`src/rtl/mem_guard_pkg.sv`:
```
// Shared constants and types for the mem_guard data-memory access checker.
// Optional feature macro used across the slice: MEM_GUARD_LOCK_EN.
package mem_guard_pkg;

   localparam int PERM_RD = 0;
   localparam int PERM_WR = 1;
   localparam int PERM_EN = 2;
   localparam int PERM_W  = 3;

   localparam logic [31:0] LEGACY_BASE  = 32'd0;
   localparam logic [31:0] LEGACY_LIMIT = 32'd4;

   typedef enum logic {
      CLEAR    = 1'b0,
      CAPTURED = 1'b1
   } guard_state_t;

   function automatic int idx_width(input int n);
      return (n > 1) ? $clog2(n) : 1;
   endfunction

endpackage

```
`src/rtl/mem_guard_if.sv`:
```
// Access, configuration and violation-report signals of mem_guard.
// With MEM_GUARD_LOCK_EN defined the interface also carries the locked flag.
interface mem_guard_if #(
   parameter int ADDR_W = 32,
   parameter int IDX_W  = 2,
   parameter int CNT_W  = 8
);

   logic              memread;
   logic              memwrite;
   logic [ADDR_W-1:0] addr;
   logic              cfg_we;
   logic [IDX_W-1:0]  cfg_idx;
   logic [ADDR_W-1:0] cfg_base;
   logic [ADDR_W-1:0] cfg_limit;
   logic [2:0]        cfg_perm;
   logic              viol_clr;
   logic              rd;
   logic              w;
   logic              viol;
   logic              viol_sticky;
   logic [ADDR_W-1:0] viol_addr;
   logic [CNT_W-1:0]  viol_cnt;
   logic [IDX_W-1:0]  hit_idx;
`ifdef MEM_GUARD_LOCK_EN
   logic              locked;

   modport master (
      output memread, memwrite, addr, cfg_we, cfg_idx, cfg_base, cfg_limit,
             cfg_perm, viol_clr,
      input  rd, w, viol, viol_sticky, viol_addr, viol_cnt, hit_idx, locked
   );

   modport slave (
      input  memread, memwrite, addr, cfg_we, cfg_idx, cfg_base, cfg_limit,
             cfg_perm, viol_clr,
      output rd, w, viol, viol_sticky, viol_addr, viol_cnt, hit_idx, locked
   );
`else
   modport master (
      output memread, memwrite, addr, cfg_we, cfg_idx, cfg_base, cfg_limit,
             cfg_perm, viol_clr,
      input  rd, w, viol, viol_sticky, viol_addr, viol_cnt, hit_idx
   );

   modport slave (
      input  memread, memwrite, addr, cfg_we, cfg_idx, cfg_base, cfg_limit,
             cfg_perm, viol_clr,
      output rd, w, viol, viol_sticky, viol_addr, viol_cnt, hit_idx
   );
`endif

endinterface

```
`src/rtl/mem_guard_region.sv`:
```
// One programmable address region: registered bounds and permissions with a
// combinational inclusive-range hit and per-direction permission flags.
module mem_guard_region
   import mem_guard_pkg::*;
#(
   parameter int ADDR_W    = 32,
   parameter bit IS_LEGACY = 1'b0
) (
   input  logic              clk,
   input  logic              rst,
   input  logic              cfg_wr,
   input  logic [ADDR_W-1:0] cfg_base,
   input  logic [ADDR_W-1:0] cfg_limit,
   input  logic [2:0]        cfg_perm,
   input  logic [ADDR_W-1:0] addr,
   output logic              hit,
   output logic              rd_ok,
   output logic              wr_ok
);

   logic [ADDR_W-1:0] base_p1;
   logic [ADDR_W-1:0] limit_p1;
   logic [2:0]        perm_p1;

   // Region 0 comes out of reset as the legacy fixed window so that
   // unconfigured systems behave exactly as before.
   always_ff @(posedge clk) begin
      if (rst) begin
         base_p1  <= IS_LEGACY ? ADDR_W'(LEGACY_BASE)  : '0;
         limit_p1 <= IS_LEGACY ? ADDR_W'(LEGACY_LIMIT) : '0;
         perm_p1  <= IS_LEGACY ? 3'b111 : 3'b000;
      end else if (cfg_wr) begin
         base_p1  <= cfg_base;
         limit_p1 <= cfg_limit;
         perm_p1  <= cfg_perm;
      end
   end

   // An inverted range (base > limit) fails one of the two compares.
   assign hit   = perm_p1[PERM_EN] && (base_p1 <= addr) && (addr <= limit_p1);
   assign rd_ok = perm_p1[PERM_RD];
   assign wr_ok = perm_p1[PERM_WR];

endmodule

```
`src/rtl/mem_guard.sv`:
```
// Top of the data-memory access checker: NUM_REGIONS regions, lowest index
// wins, registered grants, first-violation capture. Optional: MEM_GUARD_LOCK_EN.
module mem_guard
   import mem_guard_pkg::*;
#(
   parameter int NUM_REGIONS = 4,
   parameter int ADDR_W      = 32,
   parameter int CNT_W       = 8
) (
   input logic        clk,
   input logic        rst,
   mem_guard_if.slave bus
);

   localparam int IDX_W = idx_width(NUM_REGIONS);

   logic [NUM_REGIONS-1:0] hit;
   logic [NUM_REGIONS-1:0] rd_ok;
   logic [NUM_REGIONS-1:0] wr_ok;
   logic                   cfg_ok;

   logic                   win_found;
   logic [IDX_W-1:0]       win_idx;
   logic                   win_rd;
   logic                   win_wr;

   logic                   dec_rd;
   logic                   dec_wr;
   logic                   dec_viol;
   logic [IDX_W-1:0]       dec_hit;

   logic                   rd_p1;
   logic                   wr_p1;
   logic                   viol_p1;
   logic [IDX_W-1:0]       hit_p1;
   logic [ADDR_W-1:0]      viol_addr_p1;
   logic [CNT_W-1:0]       viol_cnt_p1;

   guard_state_t           state_p1;
   guard_state_t           state_d;
   logic [ADDR_W-1:0]      viol_addr_d;
   logic [CNT_W-1:0]       viol_cnt_d;

   function automatic logic [CNT_W-1:0] sat_inc(input logic [CNT_W-1:0] c);
      return (c == {CNT_W{1'b1}}) ? c : c + 1'b1;
   endfunction

`ifdef MEM_GUARD_LOCK_EN
   logic locked_p1;

   assign cfg_ok = bus.cfg_we && !locked_p1;

   // Writing the top region with its enable bit set freezes the whole table.
   always_ff @(posedge clk) begin
      if (rst) begin
         locked_p1 <= 1'b0;
      end else if (cfg_ok && (bus.cfg_idx == IDX_W'(NUM_REGIONS - 1))
                   && bus.cfg_perm[PERM_EN]) begin
         locked_p1 <= 1'b1;
      end
   end

   assign bus.locked = locked_p1;
`else
   assign cfg_ok = bus.cfg_we;
`endif

   for (genvar g = 0; g < NUM_REGIONS; g++) begin : g_region
      mem_guard_region #(
         .ADDR_W    (ADDR_W),
         .IS_LEGACY (g == 0)
      ) u_region (
         .clk       (clk),
         .rst       (rst),
         .cfg_wr    (cfg_ok && (bus.cfg_idx == IDX_W'(g))),
         .cfg_base  (bus.cfg_base),
         .cfg_limit (bus.cfg_limit),
         .cfg_perm  (bus.cfg_perm),
         .addr      (bus.addr),
         .hit       (hit[g]),
         .rd_ok     (rd_ok[g]),
         .wr_ok     (wr_ok[g])
      );
   end

   // Descending scan so the lowest matching index is the one left standing.
   always_comb begin
      win_found = 1'b0;
      win_idx   = '0;
      win_rd    = 1'b0;
      win_wr    = 1'b0;
      for (int i = NUM_REGIONS - 1; i >= 0; i--) begin
         if (hit[i]) begin
            win_found = 1'b1;
            win_idx   = IDX_W'(i);
            win_rd    = rd_ok[i];
            win_wr    = wr_ok[i];
         end
      end
   end

   always_comb begin
      dec_rd   = 1'b0;
      dec_wr   = 1'b0;
      dec_viol = 1'b0;
      dec_hit  = hit_p1;
      if (bus.memread && bus.memwrite) begin
         dec_viol = 1'b1;
         dec_hit  = '0;
      end else if (bus.memread || bus.memwrite) begin
         if (!win_found) begin
            dec_viol = 1'b1;
         end else begin
            dec_hit = win_idx;
            if (bus.memread) begin
               dec_rd   = win_rd;
               dec_viol = !win_rd;
            end else begin
               dec_wr   = win_wr;
               dec_viol = !win_wr;
            end
         end
      end
   end

   // Clear is applied first so a same-cycle violation is captured afresh.
   always_comb begin
      state_d     = bus.viol_clr ? CLEAR : state_p1;
      viol_addr_d = viol_addr_p1;
      viol_cnt_d  = bus.viol_clr ? '0 : viol_cnt_p1;
      if (dec_viol) begin
         if (state_d == CLEAR) begin
            state_d     = CAPTURED;
            viol_addr_d = bus.addr;
         end
         viol_cnt_d = sat_inc(viol_cnt_d);
      end
   end

   // Decision stage boundary: everything below is visible one cycle later.
   always_ff @(posedge clk) begin
      if (rst) begin
         rd_p1        <= 1'b0;
         wr_p1        <= 1'b0;
         viol_p1      <= 1'b0;
         hit_p1       <= '0;
         state_p1     <= CLEAR;
         viol_addr_p1 <= '0;
         viol_cnt_p1  <= '0;
      end else begin
         rd_p1        <= dec_rd;
         wr_p1        <= dec_wr;
         viol_p1      <= dec_viol;
         hit_p1       <= dec_hit;
         state_p1     <= state_d;
         viol_addr_p1 <= viol_addr_d;
         viol_cnt_p1  <= viol_cnt_d;
      end
   end

   assign bus.rd          = rd_p1;
   assign bus.w           = wr_p1;
   assign bus.viol        = viol_p1;
   assign bus.hit_idx     = hit_p1;
   assign bus.viol_sticky = (state_p1 == CAPTURED);
   assign bus.viol_addr   = viol_addr_p1;
   assign bus.viol_cnt    = viol_cnt_p1;

endmodule

```
`src/flat_wrapper.sv`:
```
// flat-port wrapper written by rule: the top's interface ports become plain ports
module mem_guard_flat import mem_guard_pkg::*;
#(
   parameter int NUM_REGIONS = 4,
   parameter int ADDR_W      = 32,
   parameter int CNT_W       = 8
)
  (clk, rst, bus_memread, bus_memwrite, bus_addr, bus_cfg_we, bus_cfg_idx, bus_cfg_base, bus_cfg_limit, bus_cfg_perm, bus_viol_clr, bus_rd, bus_w, bus_viol, bus_viol_sticky, bus_viol_addr, bus_viol_cnt, bus_hit_idx);
  mem_guard_if #(.ADDR_W(ADDR_W), .IDX_W((2)), .CNT_W(CNT_W)) bus_i ();
  input logic clk;
  input logic rst;
  input wire logic [$bits(bus_i.memread)-1:0] bus_memread;
  input wire logic [$bits(bus_i.memwrite)-1:0] bus_memwrite;
  input wire logic [$bits(bus_i.addr)-1:0] bus_addr;
  input wire logic [$bits(bus_i.cfg_we)-1:0] bus_cfg_we;
  input wire logic [$bits(bus_i.cfg_idx)-1:0] bus_cfg_idx;
  input wire logic [$bits(bus_i.cfg_base)-1:0] bus_cfg_base;
  input wire logic [$bits(bus_i.cfg_limit)-1:0] bus_cfg_limit;
  input wire logic [$bits(bus_i.cfg_perm)-1:0] bus_cfg_perm;
  input wire logic [$bits(bus_i.viol_clr)-1:0] bus_viol_clr;
  output wire logic [$bits(bus_i.rd)-1:0] bus_rd;
  output wire logic [$bits(bus_i.w)-1:0] bus_w;
  output wire logic [$bits(bus_i.viol)-1:0] bus_viol;
  output wire logic [$bits(bus_i.viol_sticky)-1:0] bus_viol_sticky;
  output wire logic [$bits(bus_i.viol_addr)-1:0] bus_viol_addr;
  output wire logic [$bits(bus_i.viol_cnt)-1:0] bus_viol_cnt;
  output wire logic [$bits(bus_i.hit_idx)-1:0] bus_hit_idx;
  assign bus_i.memread = bus_memread;
  assign bus_i.memwrite = bus_memwrite;
  assign bus_i.addr = bus_addr;
  assign bus_i.cfg_we = bus_cfg_we;
  assign bus_i.cfg_idx = bus_cfg_idx;
  assign bus_i.cfg_base = bus_cfg_base;
  assign bus_i.cfg_limit = bus_cfg_limit;
  assign bus_i.cfg_perm = bus_cfg_perm;
  assign bus_i.viol_clr = bus_viol_clr;
  assign bus_rd = bus_i.rd;
  assign bus_w = bus_i.w;
  assign bus_viol = bus_i.viol;
  assign bus_viol_sticky = bus_i.viol_sticky;
  assign bus_viol_addr = bus_i.viol_addr;
  assign bus_viol_cnt = bus_i.viol_cnt;
  assign bus_hit_idx = bus_i.hit_idx;
  mem_guard #(.NUM_REGIONS(NUM_REGIONS), .ADDR_W(ADDR_W), .CNT_W(CNT_W)) u_core (.clk(clk), .rst(rst), .bus(bus_i));
endmodule
```
`config.mk`:
```
export PLATFORM = sky130hd
export DESIGN_NAME = mem_guard_flat
export DESIGN_NICKNAME = d
export VERILOG_FILES = /design/src/rtl/mem_guard_pkg.sv /design/src/rtl/mem_guard_if.sv /design/src/rtl/mem_guard_region.sv /design/src/rtl/mem_guard.sv /design/src/flat_wrapper.sv
export SDC_FILE = /design/constraint.sdc
export NUM_CORES = 1
export LEC_CHECK = 0
export ABC_AREA = 1
export BUFFER_PORTS_ARGS = -buffer_cell sky130_fd_sc_hd__buf_2
export CORE_ASPECT_RATIO = 0.75
export CORE_UTILIZATION = 50
export CTS_CLUSTER_DIAMETER = 60
export CTS_CLUSTER_SIZE = 20
export DETAILED_ROUTE_END_ITERATION = 16
export GPL_ROUTABILITY_DRIVEN = 0
export PLACE_DENSITY_LB_ADDON = 0.08
export SETUP_SLACK_MARGIN = 0.15
export SLEW_MARGIN = 0
export SYNTH_ARGS = -nofsm -noshare
export SYNTH_HDL_FRONTEND = slang
export SYNTH_SLANG_ARGS = --single-unit
```
`constraint.sdc`:
```
create_clock -name clk -period 3.3 [get_ports clk]
set_input_delay 0.495 -clock clk [delete_from_list [all_inputs] [get_ports clk]]
set_output_delay 0.495 -clock clk [all_outputs]
set_load 0.05 [all_outputs]
```
# Yosys cells after proc, flatten, opt, wreduce, memory -nomap -nowiden
# Cells that the tools add are included.
[word_totals] regBits=314 inputBits=107 wordCells=83
[op_classes] add_sub_neg=1 n_lt_le_gt_ge=8 eq_ne=4 muxes=25 n_bitwise=4 reduce_logical=22
[ops] operator="<= comparator 32 bit" n=8
[ops] operator="two-way mux 8 bit" n=3
[ops] operator="two-way mux 1 bit" n=18
[ops] operator="logical AND 1 bit" n=13
[ops] operator="OR reduction 5 bit" n=2
[ops] operator="adder 8 x 1 -> 8 bit (second input constant)" n=1
[ops] operator="equality test 8 bit (second input constant)" n=1
[ops] operator="two-way mux 2 bit" n=4
[ops] operator="equality test 2 bit (second input constant)" n=2
[ops] operator="NOT 1 bit" n=4
[ops] operator="AND reduction 2 bit" n=2
[ops] operator="equality test 2 x 1 -> 1 bit (second input constant)" n=1
[ops] operator="logical NOT 1 bit" n=2
[ops] operator="logical NOT 2 bit" n=1
[ops] operator="OR reduction 2 bit" n=1
[ops] operator="logical OR 1 bit" n=1

# Depth between registers and ports, before layout
[logic_depth] word_depth=13 mapped_depth=26 mapped_depth_nobuf=25

# Modules after synthesis
# From an unflattened synthesis, not the netlist that was laid out.
[unflattened] cells_unflattened=2569 hier_area_um2=18447.7
[by_module_without_submodules] module="mem_guard_region (u_core.g_region[1].u_region ...)" instances=3 cells_each=537 area_per_inst_um2=3977.6 seq_area_each_um2=1341.3
[by_module_without_submodules] module="mem_guard_region (u_core.g_region[0].u_region)" instances=1 cells_each=538 area_per_inst_um2=3942.5 seq_area_each_um2=1341.3
[by_module_without_submodules] module="mem_guard" instances=1 cells_each=420 area_per_inst_um2=2572.5 seq_area_each_um2=920.9

# Worst setup path after synthesis
# OpenSTA, ideal clock, no wires.
[synth_path] kind="input port to flip-flop" startpoint="input bus_addr[31]" endpoint="register u_core.viol_cnt_p1[7], in the netlist u_core.bus.viol_cnt[7]" setup_time_ps=109 arrival_ps=2452 path_slack_ps=738 path_stages=20 path_cell_list="inv_1 -> ha_1 -> nand2_1 -> nor2_1 -> nand2_1 -> nor4b_2 -> nand3b_1 -> nand2_1 -> nand3_2 -> nand2_1 -> nor2_1 -> nand2_1 -> nand2_1 -> nand2_1 -> nand3_2 -> buf_4 -> nand3_1 -> nand2_1 -> nand2_1 -> inv_1"
[synth_between] elab_chain_cells=13 word_cells_on_any_way=35
[synth_lines] element="start: declaration" line="flat_wrapper.sv:14" rtl="input wire logic [$bits(bus_i.addr)-1:0] bus_addr;"
[synth_lines] element="<= comparator 32 bit" line="mem_guard_region.sv:40" rtl="assign hit = perm_p1[PERM_EN] && (base_p1 <= addr) && (addr <= limit_p1);"
[synth_lines] element="logical AND 1 bit (2 in series)" line="mem_guard_region.sv:40"
[synth_lines] element="two-way mux 1 bit (4 in series)" line="mem_guard.sv:93" rtl="if (hit[i]) begin"
[synth_lines] element="logical NOT 1 bit, on equally long branches" line="mem_guard.sv:120, mem_guard.sv:117"
[synth_lines] element="two-way mux 1 bit" line="mem_guard.sv:115" rtl="if (bus.memread) begin"
[synth_lines] element="two-way mux 1 bit (*)" line="mem_guard.sv:111" rtl="if (!win_found) begin"
[synth_lines] element="two-way mux 1 bit (*)" line="mem_guard.sv:110" rtl="end else if (bus.memread || bus.memwrite) begin"
[synth_lines] element="two-way mux 1 bit (*)" line="mem_guard.sv:107" rtl="if (bus.memread && bus.memwrite) begin"
[synth_lines] element="two-way mux 8 bit (*)" line="mem_guard.sv:131" rtl="if (dec_viol) begin"
[synth_lines] element="end signal: assignment" line="mem_guard.sv:157" rtl="viol_cnt_p1 <= viol_cnt_d;"
[synth_lines] element="end: declaration" line="mem_guard.sv:37" rtl="logic [CNT_W-1:0] viol_cnt_p1;"
# Every way passes the cells marked *; elsewhere a longest branch is shown, timed or not.
# A chain may end at the register's enable or synchronous reset.

# Final worst setup path
[layout_path] startpoint="register u_core.g_region[0].u_region.limit_p1[31]" endpoint="register u_core.viol_addr_p1[19], in the netlist u_core.bus.viol_addr[19]"
[layout_between] elab_chain_cells=9 word_cells_on_any_way=12
[layout_lines] element="start: declaration" line="mem_guard_region.sv:22" rtl="logic [ADDR_W-1:0] limit_p1;"
[layout_lines] element="start signal: assignment" line="mem_guard_region.sv:30" rtl="limit_p1 <= IS_LEGACY ? ADDR_W'(LEGACY_LIMIT) : '0;"
[layout_lines] element="start signal: assignment" line="mem_guard_region.sv:34" rtl="limit_p1 <= cfg_limit;"
[layout_lines] element="<= comparator 32 bit (*)" line="mem_guard_region.sv:40"
[layout_lines] element="logical AND 1 bit (*)" line="mem_guard_region.sv:40"
[layout_lines] element="two-way mux 1 bit" line="mem_guard.sv:93"
[layout_lines] element="logical NOT 1 bit, on equally long branches" line="mem_guard.sv:120, mem_guard.sv:117"
[layout_lines] element="two-way mux 1 bit" line="mem_guard.sv:115"
[layout_lines] element="two-way mux 1 bit (*)" line="mem_guard.sv:111"
[layout_lines] element="two-way mux 1 bit (*)" line="mem_guard.sv:110"
[layout_lines] element="two-way mux 1 bit (*)" line="mem_guard.sv:107"
[layout_lines] element="AND reduction 2 bit (no line) (*)"
[layout_lines] element="end signal: assignment" line="mem_guard.sv:156" rtl="viol_addr_p1 <= viol_addr_d;"
[layout_lines] element="end: declaration" line="mem_guard.sv:36" rtl="logic [ADDR_W-1:0] viol_addr_p1;"
# Marked as above.

==> results by group <==
Status
  – Outcome: finished clean

Placed design
  – Dpl hpwl: 38520 microns
  – Port-buffer cells: 152
  – DP Area: 19240 sq um
  – Setup slack at placement: -0.3908 ns

Routing
  – Vias/cell: 5.310
  – DR WL/cell: 17.07 microns
  – Final wirelength: 52110 microns
  – Antenna violation net count after detailed routing: 0
  – Iteration count of the initial detailed-routing pass: 6
  – DR iter-0 viols: 1379
  – Via count: 16210
  – Drt drc: 0

Timing
  – Final Skew: 0.01473 ns
  – Min Tclk post-route: 2.981 ns
  – FMAX: 335.4 MHz
  – Setup tns final: 0 ns
  – Final setup viols: 0
  – Fin. max-slew vios: 0
  – Slew margin rel.: 43.43%
  – Final hold violation count: 0
  – WHS: 0.1798 ns
  – RSZ-0062 raised after global routing: no
  – Fin crit share: 90.34%
  – Worst-margin pin slew: 0.8474 ns
  – Final setup margin: 0.3189 ns

Cells and area
  – Post-route cell area: 20370 sq um
  – # fillers: 3271
  – Most frequent cells in the layout: nand2_1 (342), nor2_1 (322), inv_1 (321), dfxtp_1 (314), o21ai_0 (298)
  – Leading cell type in the layout, fill and taps excluded: nand2_1
  – Synthesis-to-finish area growth: 16.13%
  – Nets: 2937
  – Share of layout cells above drive strength 1: 12.41%

Pwr
  – Maximum resistive drop on vdd: 0.4172 mV
  – Tot Pwr: 9.628 mW
  – Int Pwr: 6.499 mW
  – Power density over cell area: 472.7 nW/um^2
  – Combinational fraction of design power: 20.3%
  – Sw power: 3.129 mW
  – Clock power frac: 36.9%
  – Switching Share: 32.50%
  – Lkg Pwr: 9.768 nW
  – Share of power burned in registers: 42.8%

Die
  – Chip width: 218.3 microns
  – Die Height: 164.2 microns
  – Starting Density: 50.66%
  – Placement row count: 59
  – Core ar.: 34620 sq um
  – Die ar.: 35840 sq um
  – Io pins: 153

Synth
  – Seq/Total Area, Yosys: 35.84%
  – Syn avg cell area: 7.296 sq um
  – Seq cells post-synth: 314
  – Syn Std Cell Area: 17540 sq um
  – Post-synth EDFFs: 0
  – Post-synthesis net count: 2768
  – Netlist cell types: 34
  – Top_reg_cell synth: dfxtp_1
  – Yosys warns: 0
  – Mapped Cells: 2404
  – Synth top area cells: dfxtp_1 (36%), ha_1 (18%), o21ai_0 (8.5%), a21oi_1 (8.4%), nand2_1 (7.4%)
  – Ys async rst share: 0%
  – Largest area contributor in the netlist: dfxtp_1
  – Area share of the largest cell type after synthesis: 35.84%

Clock network
  – CTS sink cnt: 314
  – Htree depth: 1
  – Hold Buf Count CTS: 0
  – CTS root buf: clkbuf_16
  – Longest Clk Path Bufs: 3
  – Post-CTS Setup Inserts: 0
  – Clk slew on worst S/H paths: 0.08 ns
  – Worst skew pair latency: 0.58 ns
  – CTS tree: built
  – CTS Buf Count: 28

Flow run
  – Max-cap viol count: 0

Global routing
  – Vias in the first global route: 14640
  – Initial antenna violation count: 1
  – First-pass GRT wire length: 80540 microns
  – Largest net degree at the start of global routing: 92
  – GRT overflow: 0
  – All-Layer GR Usage: 28.68%

Worst setup path
  – Largest fanout on the critical path: 5
  – WP data required: 3.81 ns
  – Critical Path AT: 3.49 ns
  – Critical Path End Type: register
  – Startpoint Class: register
  – Crit path kind: register to register

Hold path
  – HP Class: primary input to register
-- worst paths after layout --
check	to	depth (start not counted)	from	slack, ns
worst max-delay path	u_core.bus.viol_addr[19]$_SDFFE_PP0P_	21	u_core.g_region[0].u_region.limit_p1[31]$_SDFFE_PP0P_	0.32
worst min-delay path	u_core.g_region[2].u_region.base_p1[13]$_SDFFE_PP0P_	3	bus_cfg_base[13]	0.18
worst max register to register	u_core.bus.viol_addr[19]$_SDFFE_PP0P_	21	u_core.g_region[0].u_region.limit_p1[31]$_SDFFE_PP0P_	0.32
worst min register to register	u_core.g_region[3].u_region.base_p1[16]$_SDFFE_PP0P_	2	u_core.g_region[3].u_region.base_p1[16]$_SDFFE_PP0P_	0.45
-- kinds of logic after synthesis --
logic type | after synthesis | share of synthesized area (%)
DFF | 314 | 35.84
buffers and inverters | 428 | 9.331
xor gates and xnor gates | 4 | 0.1998
AOI/OAI and AO/OA | 620 | 18.09
and+or+nand+nor | 781 | 18.21
adders and majority gates | 257 | 18.33
-- registers in the layout (all words and copies together), names as in the netlist --
signal	cells
u_core.g_region.u_region.base_p1	128
u_core.g_region.u_region.limit_p1	128
u_core.bus.viol_addr	32
u_core.g_region.u_region.perm_p1	12
u_core.bus.viol_cnt	8
u_core.bus.hit_idx	2
u_core.bus.rd	1
u_core.bus.viol	1
u_core.bus.viol_sticky	1
u_core.bus.w	1
-- synth_stat cells, drive strengths merged (2+ instances only) --
library cell	instances
nor2	329
nand3	28
buf	12
ha	257
inv	324
a21oi	293
nor4	3
o21ai	299
clkinv	2
xor2	3
nor3	15
nand2	346
nand4	57
a21o	2
o21bai	8
clkbuf	90
dfxtp	314
o211ai	2
o21a	13
-- power by group through the flow --
stage	clock network (mW)	logic, mW	registers (mW)
global route	3.76	2.19	4.15
floorplan	0	1.04	4.40
CTS	3.61	1.90	4.12
finish	3.55	1.95	4.13
global placement	0	1.84	4.20
detailed placement	0	1.89	4.21
-- critical path, stage by stage, from the launching register on --
cell	delay, ns
dfxtp_1	0.32
inv_1	0.06
ha_1	0.35
nand4_1	0.11
nor3_1	0.15
buf_4	0.16
and3_1	0.27
nand2_1	0.08
nand2_1	0.06
nand2_1	0.09
nand3_2	0.14
nand2_1	0.11
nor2_1	0.10
nand2_1	0.06
nand2_1	0.09
nand2_1	0.09
nand3_4	0.11
nand3_4	0.16
clkbuf_16	0.23
nand2_1	0.05
inv_1	0.03
nor2_1	0.11
-- per-stage QoR --
step,util [%],instances
2_1_floorplan,-,2404
3_3_place_gp,55.58,2998
3_5_place_dp,55.58,2998
4_1_cts,58.42,3050
5_1_grt,58.82,3052
6_report,58.83,3053
-- metal layers --
| layer | GRT usage [%] | routed length, microns | up-vias |
|---|---|---|---|
| li1 | - | - | 8266 |
| met1 | 42.45 | 25820 | 7422 |
| met2 | 44.13 | 21950 | 467 |
| met3 | 3.407 | 3253 | 56 |
| met4 | 6.484 | 1093 | 0 |
| met5 | 0 | 0 | - |
-- cell type report --
class	instances	area, sq um	share of cell area, %
Timing Repair Buffer	241	1568	7.697
Sequential cell	314	6286	30.86
Clock inverter	20	226.5	1.112
Tap cell	457	571.8	2.807
Inverter	326	1230	6.038
Multi-Input combinational cell	1662	9727	47.75
Antenna cell	1	2.502	0.01229
Clock buffer	32	757.0	3.716
-- what timing repair did --
action                                  in CTS  in global routing
endpoints found under the setup margin       0                 42
hold endpoints to repair                     0                  0
resized for setup                            0                 21
Power figures use the tool's default switching activity.
